$ cat src/rtl/shift_seq_ctrl.sv
// Serializes a parallel word into the shift register, LSB first, for a requested
// bit count, then pulses done. Owns the register's shift enable and serial input.
module shift_seq_ctrl #(
    parameter int unsigned N     = 32,
    parameter int unsigned CNT_W = 6
) (
    input  logic             CLK,
    input  logic             reset_n,
    input  logic             req_valid,
    output logic             req_ready,
    input  logic [N-1:0]     req_data,
    input  logic [CNT_W-1:0] req_len,
    input  logic             hold,
    output logic             sh_en,
    output logic             sh_bit,
    output logic             busy,
    output logic             done,
    output logic [CNT_W-1:0] shift_cnt
);

    typedef enum logic [1:0] {
        StIdle  = 2'd0,
        StShift = 2'd1,
        StDone  = 2'd2
    } state_e;

    localparam logic [CNT_W-1:0] FullLen = CNT_W'(N);
    localparam logic [CNT_W-1:0] CntOne  = CNT_W'(1);

    // The counter must be able to hold N itself, otherwise a full transfer wraps.
    if ((64'd1 << CNT_W) <= 64'(N)) begin : g_bad_cnt_w
        $error("shift_seq_ctrl: CNT_W too narrow for N");
    end

    state_e           state_q, state_d;
    logic [N-1:0]     shadow_q, shadow_d;
    logic [CNT_W-1:0] len_q, len_d;
    logic [CNT_W-1:0] cnt_q, cnt_d;

    logic             accept;
    logic             last_shift;
    logic [CNT_W-1:0] req_len_eff;

    always_comb begin
        accept      = req_valid && (state_q == StIdle);
        // Zero and oversize lengths both mean a full-width transfer.
        req_len_eff = ((req_len == '0) || (req_len > FullLen)) ? FullLen : req_len;
        last_shift  = (cnt_q == (len_q - CntOne));
    end

    always_comb begin
        state_d  = state_q;
        shadow_d = shadow_q;
        len_d    = len_q;
        cnt_d    = cnt_q;
        unique case (state_q)
            StIdle: begin
                if (accept) begin
                    shadow_d = req_data;
                    len_d    = req_len_eff;
                    cnt_d    = '0;
                    state_d  = StShift;
                end
            end
            StShift: begin
                if (!hold) begin
                    shadow_d = {1'b0, shadow_q[N-1:1]};
                    cnt_d    = cnt_q + CntOne;
                    if (last_shift) begin
                        state_d = StDone;
                    end
                end
            end
            StDone: begin
                state_d = StIdle;
            end
            default: begin
                state_d = StIdle;
            end
        endcase
    end

    always_comb begin
        req_ready = (state_q == StIdle);
        sh_en     = (state_q == StShift) && !hold;
        sh_bit    = (state_q == StShift) ? shadow_q[0] : 1'b0;
        busy      = (state_q != StIdle);
        done      = (state_q == StDone);
        shift_cnt = cnt_q;
    end

    always_ff @(posedge CLK) begin
        if (!reset_n) begin
            state_q  <= StIdle;
            shadow_q <= '0;
            len_q    <= '0;
            cnt_q    <= '0;
        end else begin
            state_q  <= state_d;
            shadow_q <= shadow_d;
            len_q    <= len_d;
            cnt_q    <= cnt_d;
        end
    end

endmodule

$ cat config.mk
export PLATFORM = sky130hd
export DESIGN_NAME = shift_seq_ctrl
export DESIGN_NICKNAME = d
export VERILOG_FILES = /design/src/rtl/shift_seq_ctrl.sv
export SDC_FILE = /design/constraint.sdc
export NUM_CORES = 1
export LEC_CHECK = 0
export ABC_AREA = 1
export ABC_CLOCK_PERIOD_IN_PS = 1650
export CORE_MARGIN = 3
export CORE_UTILIZATION = 49
export DETAILED_ROUTE_END_ITERATION = 16
export PLACE_DENSITY = 0.79
export SYNTH_ARGS = -nofsm -noshare
export SYNTH_HDL_FRONTEND = slang
export SYNTH_SLANG_ARGS = --single-unit
$ cat constraint.sdc
create_clock -name CLK -period 1.65 [get_ports CLK]
set_input_delay 0.165 -clock CLK [delete_from_list [all_inputs] [get_ports CLK]]
set_output_delay 0.165 -clock CLK [all_outputs]
set_load 0.02 [all_outputs]
### Yosys cells after proc, flatten, opt, wreduce, memory -nomap -nowiden

Cells that the tools add are included.

| storage, ports and cells | value |
|---|---|
| flip-flop bits (word level) | 46 |
| bits in latches | 0 |
| bits in writable memories | 0 |
| memory bits (read-only) | 0 |
| input port bits | 42 |
| output and inout bits | 11 |
| logic and storage cells | 36 |
| memories | 0 |

| operators by class | value |
|---|---|
| add/subtract/negate cells | 2 |
| $mul | 0 |
| div/mod/pow operators | 0 |
| magnitude comparators | 1 |
| eq/ne operators | 6 |
| shift operators | 0 |
| mux-type cells | 12 |
| bitwise operators | 0 |
| reduce and logical (&&, ||, !) cells | 11 |

Operators by type and width:

| cell | number |
|---|---|
| two-way mux 32 bit | 2 |
| one-hot mux 32 bit (2 select lines) | 1 |
| two-way mux 6 bit | 3 |
| one-hot mux 6 bit (2 select lines) | 1 |
| adder 6 x 1 -> 6 bit, second input constant | 1 |
| equality test 6 bit | 1 |
| > comparator 6 bit, second input constant | 1 |
| logical NOT 6 bit | 1 |
| two-way mux 2 bit | 3 |
| AND reduction 3 bit | 2 |
| subtractor 6 x 1 -> 6 bit, second input constant | 1 |
| != test 2 bit, second input constant | 2 |
| one-hot mux 2 bit (2 select lines) | 1 |
| nonzero test 2 bit | 2 |
| equality test 2 x 1 -> 1 bit, second input constant | 1 |
| equality test 2 bit, second input constant | 1 |
| logical AND 1 bit | 2 |
| logical NOT 2 bit | 1 |
| != test 2 x 1 -> 1 bit, second input constant | 1 |
| AND reduction 2 bit | 1 |
| logical NOT 1 bit | 1 |
| logical OR 1 bit | 1 |
| two-way mux 1 bit | 1 |

### Longest topological paths before layout

Gate-level depths: netlist (run 1).

| logic depth | value |
|---|---|
| word-level depth | 5 |
| gate-level depth with buffers | 10 |
| depth with buffers taken out | 10 |

### Least setup slack after synthesis (run 1)

No wires, ideal clock.

| path | value |
|---|---|
| kind | register to register |
| from | register len_q[0] |
| to | register state_q[0] |
| library setup time | 0.117 ns |
| arrival | 1.265 ns |
| path slack | 0.268 ns |
| cell stages (with the launch flop) | 11 |
| clock period less this slack | 1.382 ns |
| cell sequence | dfxtp_1 > inv_1 > ha_1 > nand2_1 > inv_1 > nor2_1 > nand2_1 > nor2_1 > nand2_1 > o21bai_1 > nand2_1 |

| between the ends | value |
|---|---|
| cells in the longest elaborated chain, start to end | 4 |

Ends and longest elaborated chain:

| item | RTL line | text |
|---|---|---|
| from (decl) | 37 | `logic [CNT_W-1:0] len_q, len_d;` |
| from (signal assigned) | 101 | `len_q <= len_d;` |
| subtractor 6 x 1 -> 6 bit | 48 | `last_shift = (cnt_q == (len_q - CntOne));` |
| equality test 6 bit | 48 |  |
| != test 2 bit (no source line) | - |  |
| AND reduction 3 bit (no source line) | - |  |
| to (signal assigned) | 94 | `state_q <= StIdle;` |
| to (signal assigned) | 99 | `state_q <= state_d;` |
| to (decl) | 35 | `state_e state_q, state_d;` |

Every way passes these cells.
A chain may end at the register's enable or synchronous reset.

### Worst setup path after layout (run 1)

| path | value |
|---|---|
| from | register cnt_q[0], in the netlist shift_cnt[0] |
| to | output shift_cnt[0] |

RTL lines:

| item | RTL line | text |
|---|---|---|
| from (decl) | 38 | `logic [CNT_W-1:0] cnt_q, cnt_d;` |
| from (signal assigned) | 102 | `cnt_q <= cnt_d;` |
| to (decl) | 18 | `output logic [CNT_W-1:0] shift_cnt` |

No word-level cell between the ends.

==> results.yml, run 1 <==
placed_design:
  gp_congestion: 0.7929
  dp_cells: 409
  hpwl_mm: 3.748
  numPortBuffers: 52
  pre_cts_slack_ns: 0.1133
finish:
  fin_cells: 416
  postLayoutCoreUtil_pct: 68.37
  layout.nets: 410
  antenna_cells: 0
  area_growth_syn_to_layout_pct: 29.84
  drive_gt1_share_pct: 6.831
  nFillCells: 393
die:
  io_pins: 53
  die_w_um: 72.96
  row_count: 23
  core_mm2: 0.004173
  fp.dieH_um: 72.96
  dieArea_mm2: 0.005323
  start_util_pct: 52.65
synth:
  synth_seq_area_share_pct: 41.91
  synth-edff-count: 0
  synth_area_leaders: "dfxtp_1, nand2_1, a31oi_1, o21ai_1, inv_1"
  synth_area_mm2: 0.002197
  syn-mean-instance-area_um2: 6.953
  yosys_warnings: 0
  synth_top_area_share_pct: 41.91
  syn_nets: 360
  async_flop_share_pct: 0
  ys_ff_latch: 46
  yosysUniqueCellTypes: 25
  synth.largest_area_cell: "dfxtp_1"
  synth_ff_type: "dfxtp_1"
  synthCells: 316
  synth_most_common_cell: "nand2_1"
  yosys-top-cells-count: "nand2_1, dfxtp_1, o21ai_1"
critical_path:
  crit_arrival_ns: 1.44
  path_class: "register to output pin"
  path_max_fanout: 7
  slowest_stage: "clkdlybuf4s50_1"
  crit_path_cell_trace: "clkdlybuf4s50_1"
  cp-start-kind: "register"
  cp_top_family: "buffers and inverters"
  crit_buf_inv: 1
  critPathMaxStageDelay_ns: 0.66
  cp.required_ns: 1.48
  end_kind: "output pin"
timing:
  hold_violations: 0
  maxSlewViolCount: 0
  tightest_slew_ns: 0.3383
  setup_viol: 0
  rsz0062_at_grt: "false"
  relSlewSlack_pct: 77.44
  fin_crit_ns: 1.602
  fin_setup_tns_ns: 0
  max_freq_ghz: 0.6244
  fin_skew_ns: 0.005993
  period_share_pct: 97.06
  worst_slack_ns: 0.04844
routing:
  post_drt_wl_per_cell_um: 12.58
  vias: 2223
  drt_iter0_drc: 144
  drc: 0
  via_per_inst: 5.344
  ant_nets: 0
  first_pass_iters: 4
  routed_wl_mm: 5.235
pwr:
  peakVddDrop_mv: 0.5878
  p_leak_uw: 0.001178
  p_total_uw: 2564
  power_density_mw_per_mm2: 898.9
clock_tree:
  clk_latency_ns: 0.30
  cts_tree: "yes"
  cts_sinks: 46
  cts_root_buf: "clkbuf_8"
  cts_htree_levels: 2
  clockBufferDepth: 2
  hold_buffers: 0
  clk_pin_slew_ns: 0.08
  numCtsBuffers: 5
grt:
  use_met1_pct: 24.16
  grtUsageMet2_pct: 35.87
  grtUsageTotal_pct: 20.18
  grt-ovfl-total: 0
  antenna_found_initial: 0
  grt_max_degree: 35
  grt_pass1_vias: 2046
  top_usage_layer: "met2"
  grt_pass1_wl_mm: 8.604
  use_met3_pct: 5.234
run_status:
  outcome: "completed"
hold_path:
  hp-class: "primary input to register"
job:
  maxCapViolations: 0
[kinds of logic after synthesis]
family                     after synthesis  share of synthesized area [%]
AOI/OAI and AO/OA                       80                          20.56
adders and majority gates                2                          1.139
buffers and inverters                   43                          9.225
DFF                                     46                          41.91
and+or+nand+nor                        145                          27.16
[final cells by class]
type / count / area, µm² / area share, %
timing repair buffer: 60 / 615.6 / 21.58
sequential: 46 / 922.1 / 32.32
clock inverter: 2 / 10.01 / 0.3509
multi-input combinational: 227 / 1074 / 37.63
clock buffer: 5 / 68.82 / 2.412
inverter: 26 / 100.1 / 3.509
tap: 50 / 62.56 / 2.193
[metrics by stage]
step,instance area [µm²],hold slack [ns]
floorplan,2197,0.2794
global placement,2775,0.4611
detailed placement,2775,0.4721
CTS,2851,0.4269
global route,2853,0.4364
finish,2853,0.4316
[state kept, by name, indices dropped and copies added, names as in the netlist]
register   flops
shift_cnt      6
len_q          6
shadow_q      32
state_q        2
[path summary, 6_finish.rpt]
check	cells after the start	to	start	slack [ns]
hold reg to reg	2	shadow_q[23]	shadow_q[24]	0.48
hold / removal	3	shadow_q[22]	req_data[22]	0.43
setup / recovery	1	shift_cnt[0]	shift_cnt[0]	0.05
setup reg to reg	10	state_q[0]	len_q[0]	0.10
[cells in the final DEF, fill, tap and decap left out, types with 2 or more instances in the layout]
cell type        Yosys  final
nand2_1            103    103
clkdlybuf4s50_1      0     50
dfxtp_1             46     45
o21ai_1             35     35
a31oi_1             31     31
inv_1               23     23
nor2_1              19     19
nand3_1             14     14
a21oi_1              6      6
clkbuf_8             0      5
buf_4                0      5
o21ai_0              3      3
buf_12               0      3
nand2_2              2      2
nand2_4              2      2
inv_2                2      2
o22ai_1              2      2
nand4_1              2      2
ha_1                 2      2
clkinv_2             0      2
dlygate4sd2_1        0      2
[timing repair]
action / in CTS / in global routing
gates resized for setup: 2 / 1
endpoints found under the setup margin: 2 / 1
setup buffers: 0 / 0
pin swaps: 0 / 0
[report_power, final]
group / internal [µW] / leakage, µW / switching (µW) / total [µW]
Clock: 285 / 0.0000438 / 376 / 661
Sequential: 1220 / 0.000380 / 68.8 / 1290
Combinational: 284 / 0.000754 / 329 / 613
[layer usage]
metal / wire, µm / vias to the layer above
met4: 43 / 0
li1: - / 1158
met1: 2461 / 1002
met5: 0 / -
met3: 269 / 6
met2: 2460 / 57
Note: power is estimated with default switching activity, not from simulation.
==> inputs of run 2 (changes only) <==
Settings changed: ABC_CLOCK_PERIOD_IN_PS 1650 to 1350, CORE_UTILIZATION 49 to 44, PLACE_DENSITY 0.79 to 0.75, REMOVE_ABC_BUFFERS set to 1.
Clock period 1.65 ns to 1.35 ns, I/O delays scaled along.
==> run 2 against run 1 <==
  * Worst setup slack worse by 0.037 ns
  * Sequential share of layout area decreased by 2.0 points
  * Global-route usage shrank 2.1 points
  * Highest routed layer unchanged
==> results.yml, run 2 (same netlist as run 1, synthesis figures left out) <==
hold_path:
  min_from: "req_data[19]"
  holdPathStages: 3
  hold_end: "shadow_q[19]"
  hp-class: "primary input to register"
die:
  dieArea_mm2: 0.005878
  fp.dieH_um: 76.67
  row_count: 25
  io_pins: 53
  die_w_um: 76.67
  start_util_pct: 45.91
  core_mm2: 0.004786
critical_path:
  critPathMaxStageDelay_ns: 0.34
  rrSetupSlack_ns: 0.01
  r2r_cells: 9
  crit_buf_inv: 1
  path_class: "register to register"
  slowest_stage: "dfxtp_2"
  end_kind: "register"
  r2r-start: "len_q[0]"
  crit_arrival_ns: 1.54
  crit_path_cell_trace: "inv_2, ha_4, nor2_1, nor2_1, nand2_1, nor2_1, nand2_1, o21bai_1, nand2_1"
  path_max_fanout: 2
  cp_top_family: "simple AND/OR/NAND/NOR gates"
  cp.required_ns: 1.55
  reg2reg_to: "state_q[0]"
  cp-start-kind: "register"
finish:
  largest_reg_flops: 32
  top_register: "shadow_q"
  fin_cells: 445
  nFillCells: 439
  postLayoutCoreUtil_pct: 63.69
  area_growth_syn_to_layout_pct: 38.72
  layout.nets: 421
  most-common-layout-cells: "nand2_1, dfxtp_1, clkdlybuf4s50_1, o21ai_1, a31oi_1"
  antenna_cells: 0
  final_common_cell: "nand2_1"
  drive_gt1_share_pct: 12.43
clock_tree:
  cts_tree: "yes"
  clockBufferDepth: 2
  cts_sinks: 46
  cts_htree_levels: 2
  clk_latency_ns: 0.30
  numCtsBuffers: 5
  cts_root_buf: "clkbuf_8"
  clk_pin_slew_ns: 0.09
placed_design:
  dp_cells: 433
  hpwl_mm: 3.551
  numPortBuffers: 52
  gp_congestion: 0.8564
pwr:
  p_int_uw: 2447
  seq_power_share_pct: 45.9
  p_switching_uw: 981.5
  p_clk_share_pct: 29.9
  swShare_pct: 28.63
  p_leak_uw: 0.001284
  combPwrFrac_pct: 24.2
  peakVddDrop_mv: 0.7857
  power_density_mw_per_mm2: 1125
timing:
  relSlewSlack_pct: 79.97
  maxSlewViolCount: 0
  max_freq_ghz: 0.7473
  rsz0062_at_grt: "true"
  fin_skew_ns: 0.006006
  hold_violations: 0
  tightest_slew_ns: 0.3005
  period_share_pct: 99.13
  setup_viol: 0
  fin_crit_ns: 1.338
routing:
  first_pass_iters: 4
  via_per_inst: 5.040
  post_drt_wl_per_cell_um: 11.72
  ant_nets: 0
  vias: 2243
  drt_iter0_drc: 136
  drc: 0
  routed_wl_mm: 5.217
grt:
  antenna_found_initial: 0
  grt-ovfl-total: 0
  grt_max_degree: 35
  grt_pass1_vias: 2052
  grt_pass1_wl_mm: 8.838
  grtUsageTotal_pct: 18.08
job:
  maxCapViolations: 0
run_status:
  outcome: "completed"
## run 2: layout make-up
cell class	instances	area, µm²	area share, %
Clock buffer	6	72.57	2.381
Tap cell	67	83.83	2.750
Inverter	26	100.1	3.284
Timing Repair Buffer	70	710.7	23.32
Multi-Input combinational cell	228	1119	36.70
Clock inverter	2	37.54	1.232
Sequential cell	46	924.6	30.34
## run 2: layer usage
| layer | routed length (µm) | global-route usage (%) |
|---|---|---|
| met1 | 2438 | 23.01 |
| met2 | 2489 | 29.79 |
| met3 | 228 | 4.930 |
| met4 | 60 | 5.435 |
| met5 | 0 | 0 |
## run 2: power groups by stage
stage / registers (µW) / logic (µW) / clock network, µW
global placement: 1600 / 739 / 0
finish: 1570 / 830 / 1030
CTS: 1570 / 827 / 1040
floorplan: 1590 / 408 / 0
global route: 1590 / 923 / 1090
detailed placement: 1600 / 749 / 0
## run 2: per-stage QoR
step / instance area [µm²] / total power, µW / setup TNS [ns] / hold WS (ns) / setup slack [ns]
detailed placement: 2836 / 2349 / -3.071 / 0.4527 / -0.1319
finish: 3048 / 3428 / 0 / 0.3912 / 0.01180
global route: 3048 / 3605 / -1.538 / 0.3998 / -0.1019
CTS: 3034 / 3437 / 0 / 0.3892 / 0.007570
floorplan: 2095 / 2000 / -15.28 / 0.2494 / -0.5901
global placement: 2836 / 2336 / -2.375 / 0.4498 / -0.1047
## run 2: what timing repair did
item                                    4_1_cts  5_1_grt
endpoints found under the setup margin       35       43
pin swaps                                     5        3
hold buffers                                  0        0
gates cloned                                  3        0
buffers inserted                              1        0
gates resized for setup                      26        8
## run 2: how the worst max path moves through the flow
stage / startpoint / endpoint / slack, ns / cells past startpoint
6_report: len_q[0] / state_q[0] / 0.01 / 9
3_5_place_dp: hold / sh_en / -0.13 / 5
3_3_place_gp: hold / sh_en / -0.10 / 5
2_1_floorplan: state_q[0] / shift_cnt[5] / -0.59 / 9
4_1_cts: len_q[1] / state_q[0] / 0.008 / 10
5_1_grt: len_q[1] / state_q[0] / -0.10 / 9
## run 2: tightest hold or removal path, stage by stage
cell	delay [ns]
clkdlybuf4s50_1	0.39
nand2_1	0.06
a31oi_1	0.07
==> inputs of run 3 (changes only) <==
Settings changed: GPL_TIMING_DRIVEN set to 0.
==> run 3 against run 2 <==
  * The run now ends with negative setup slack left
  * Sequential power about the same
  * First-iteration DRC count increased by 48%
  * Clock-buffer cell count is the same
  * Largest cell class unchanged
  * Register-to-register slack lost 0.13 ns
  * Clock skew barely moved
  * Largest power group unchanged
  * Via count grew 2.5%
  * Critical path type unchanged
  * Critical endpoint unchanged
  * Global-route usage rose by 2.3 points
  * Fmax fell by 8.7%
  * Flip-flop and latch count did not move
==> results.yml, run 3 (same netlist as run 1, synthesis figures left out) <==
run_status:
  outcome: "finished with violations"
  violations: "negative setup slack"
timing:
  maxSlewViolCount: 0
  fin_skew_ns: 0.006169
  fin_crit_ns: 1.466
  fin_setup_tns_ns: -0.1163
  period_share_pct: 108.6
  rsz0062_at_grt: "true"
  setup_viol: 1
  hold_violations: 0
  worst_slack_ns: -0.1163
  tightest_slew_ns: 0.6859
  max_freq_ghz: 0.6820
  relSlewSlack_pct: 54.28
finish:
  layout.nets: 420
  final_common_cell: "nand2_1"
  most-common-layout-cells: "nand2_1, dfxtp_1, clkdlybuf4s50_1, o21ai_1, a31oi_1"
  largest_reg_flops: 32
  drive_gt1_share_pct: 15.92
  area_growth_syn_to_layout_pct: 41.97
  regArea_um2: 929.6
  multi_input_area_mm2: 0.001240
  top_register: "shadow_q"
  antenna_cells: 0
  nFillCells: 431
critical_path:
  critPathMaxStageDelay_ns: 0.36
  cp_top_family: "simple AND/OR/NAND/NOR gates"
  r2r-start: "len_q[0]"
  path_max_fanout: 2
  cp.required_ns: 1.54
  cp-start-kind: "register"
  crit_start: "len_q[0]"
  crit_path_cell_trace: "inv_4, ha_4, nand2_4, inv_2, nor2_2, nand2_1, nor2_1, nand2_2, o21bai_1, nand2_1"
  worst_path_most_repeated_cell: "nand2_1"
  path_class: "register to register"
  crit_arrival_ns: 1.66
  crit_buf_inv: 2
  slowest_stage: "dfxtp_2"
  end_kind: "register"
pwr:
  p_total_uw: 3472
  p_leak_uw: 0.001293
  power_density_mw_per_mm2: 1113
  peakVddDrop_mv: 0.6260
grt:
  grt_pass1_wl_mm: 9.880
  grtUsageTotal_pct: 20.35
  grt_pass1_vias: 2170
  antenna_found_initial: 0
  grt-ovfl-total: 0
  grt_max_degree: 40
hold_path:
  hp-class: "primary input to register"
  min_from: "reset_n"
clock_tree:
  cts_htree_levels: 2
  cts_root_buf: "clkbuf_8"
  clockBufferDepth: 2
  clk_pin_slew_ns: 0.09
  numCtsBuffers: 5
  hold_buffers: 0
  cts_sinks: 46
  clk_latency_ns: 0.30
  cts_tree: "yes"
routing:
  first_pass_iters: 4
  post_drt_wl_per_cell_um: 13.28
  top_layer_used: "met4"
  wl_met2_mm: 2.910
  drt_iter0_drc: 201
  vias: 2299
  wl_met3_um: 269
  via_per_inst: 5.178
  met1Wirelength_mm: 2.627
  ant_nets: 0
  drc: 0
  routed_wl_mm: 5.895
die:
  die_w_um: 76.67
  dieArea_mm2: 0.005878
  fp.dieH_um: 76.67
  core_mm2: 0.004786
  start_util_pct: 45.91
  io_pins: 53
  row_count: 25
job:
  maxCapViolations: 0
placed_design:
  gp_congestion: 0.8349
  numPortBuffers: 52
  hpwl_mm: 3.298
  pre_cts_slack_ns: -1.135
==> run 3: cell count changes in the layout (fill, tap and decap cells not counted), sizes merged <==
cell           delta
clkdlybuf4s50     -1
inv               +1
buf               -3
clkbuf            +1
nand2             +3
clkdlybuf4s15     -2
==> run 3: layout make-up <==
type / instances / share of cell area, %
clock inverter: 2 / 1.203
timing repair buffer: 65 / 20.14
multi-input combinational: 231 / 39.75
inverter: 26 / 3.811
tap: 67 / 2.688
clock buffer: 6 / 2.327
sequential: 46 / 29.80
timing repair inverter: 1 / 0.2808
==> run 3: timing repair <==
item | in CTS | in global routing
resized for setup | 46 | 21
pin swaps | 7 | 13
endpoints found under the setup margin | 57 | 42
setup buffers | 6 | 7
gates cloned | 5 | 0
==> run 3: power by group <==
part	leakage, µW	total, µW	switching [µW]	internal (µW)
combinational	0.000859	875	488	386
sequential	0.000382	1590	90.8	1490
clock	0.0000514	1010	460	552
total	0.00129	3470	1040	2430
==> run 3: worst paths after layout <==
check	end	slack, ns	depth (start not counted)
max	state_q[0]	-0.12	10
min	shadow_q[17]	0.39	3
max reg2reg	state_q[0]	-0.12	10
min reg2reg	shadow_q[31]	0.47	2
==> run 3: metrics by stage <==
step / util [%] / hold slack (ns) / area [µm²] / cells
2_1_floorplan: - / 0.2494 / 2095 / 299
6_report: 65.18 / 0.3906 / 3119 / 444
5_1_grt: 65.18 / 0.4007 / 3119 / 444
3_5_place_dp: 56.39 / 0.4637 / 2699 / 418
3_3_place_gp: 56.39 / 0.4562 / 2699 / 418
4_1_cts: 62.93 / 0.3963 / 3012 / 437
==> run 3: layer usage <==
layer  vias to the layer above  track usage, %
met1                      1053           25.68
met4                         0           6.884
met2                        56           34.76
met5                         -               0
met3                        10           3.756
li1                       1180               -
==> run 3: tightest hold or removal path: cells and delay by family <==
family,cells,cell delay [ns]
compound gates,2,0.17
buf+inv,1,0.32
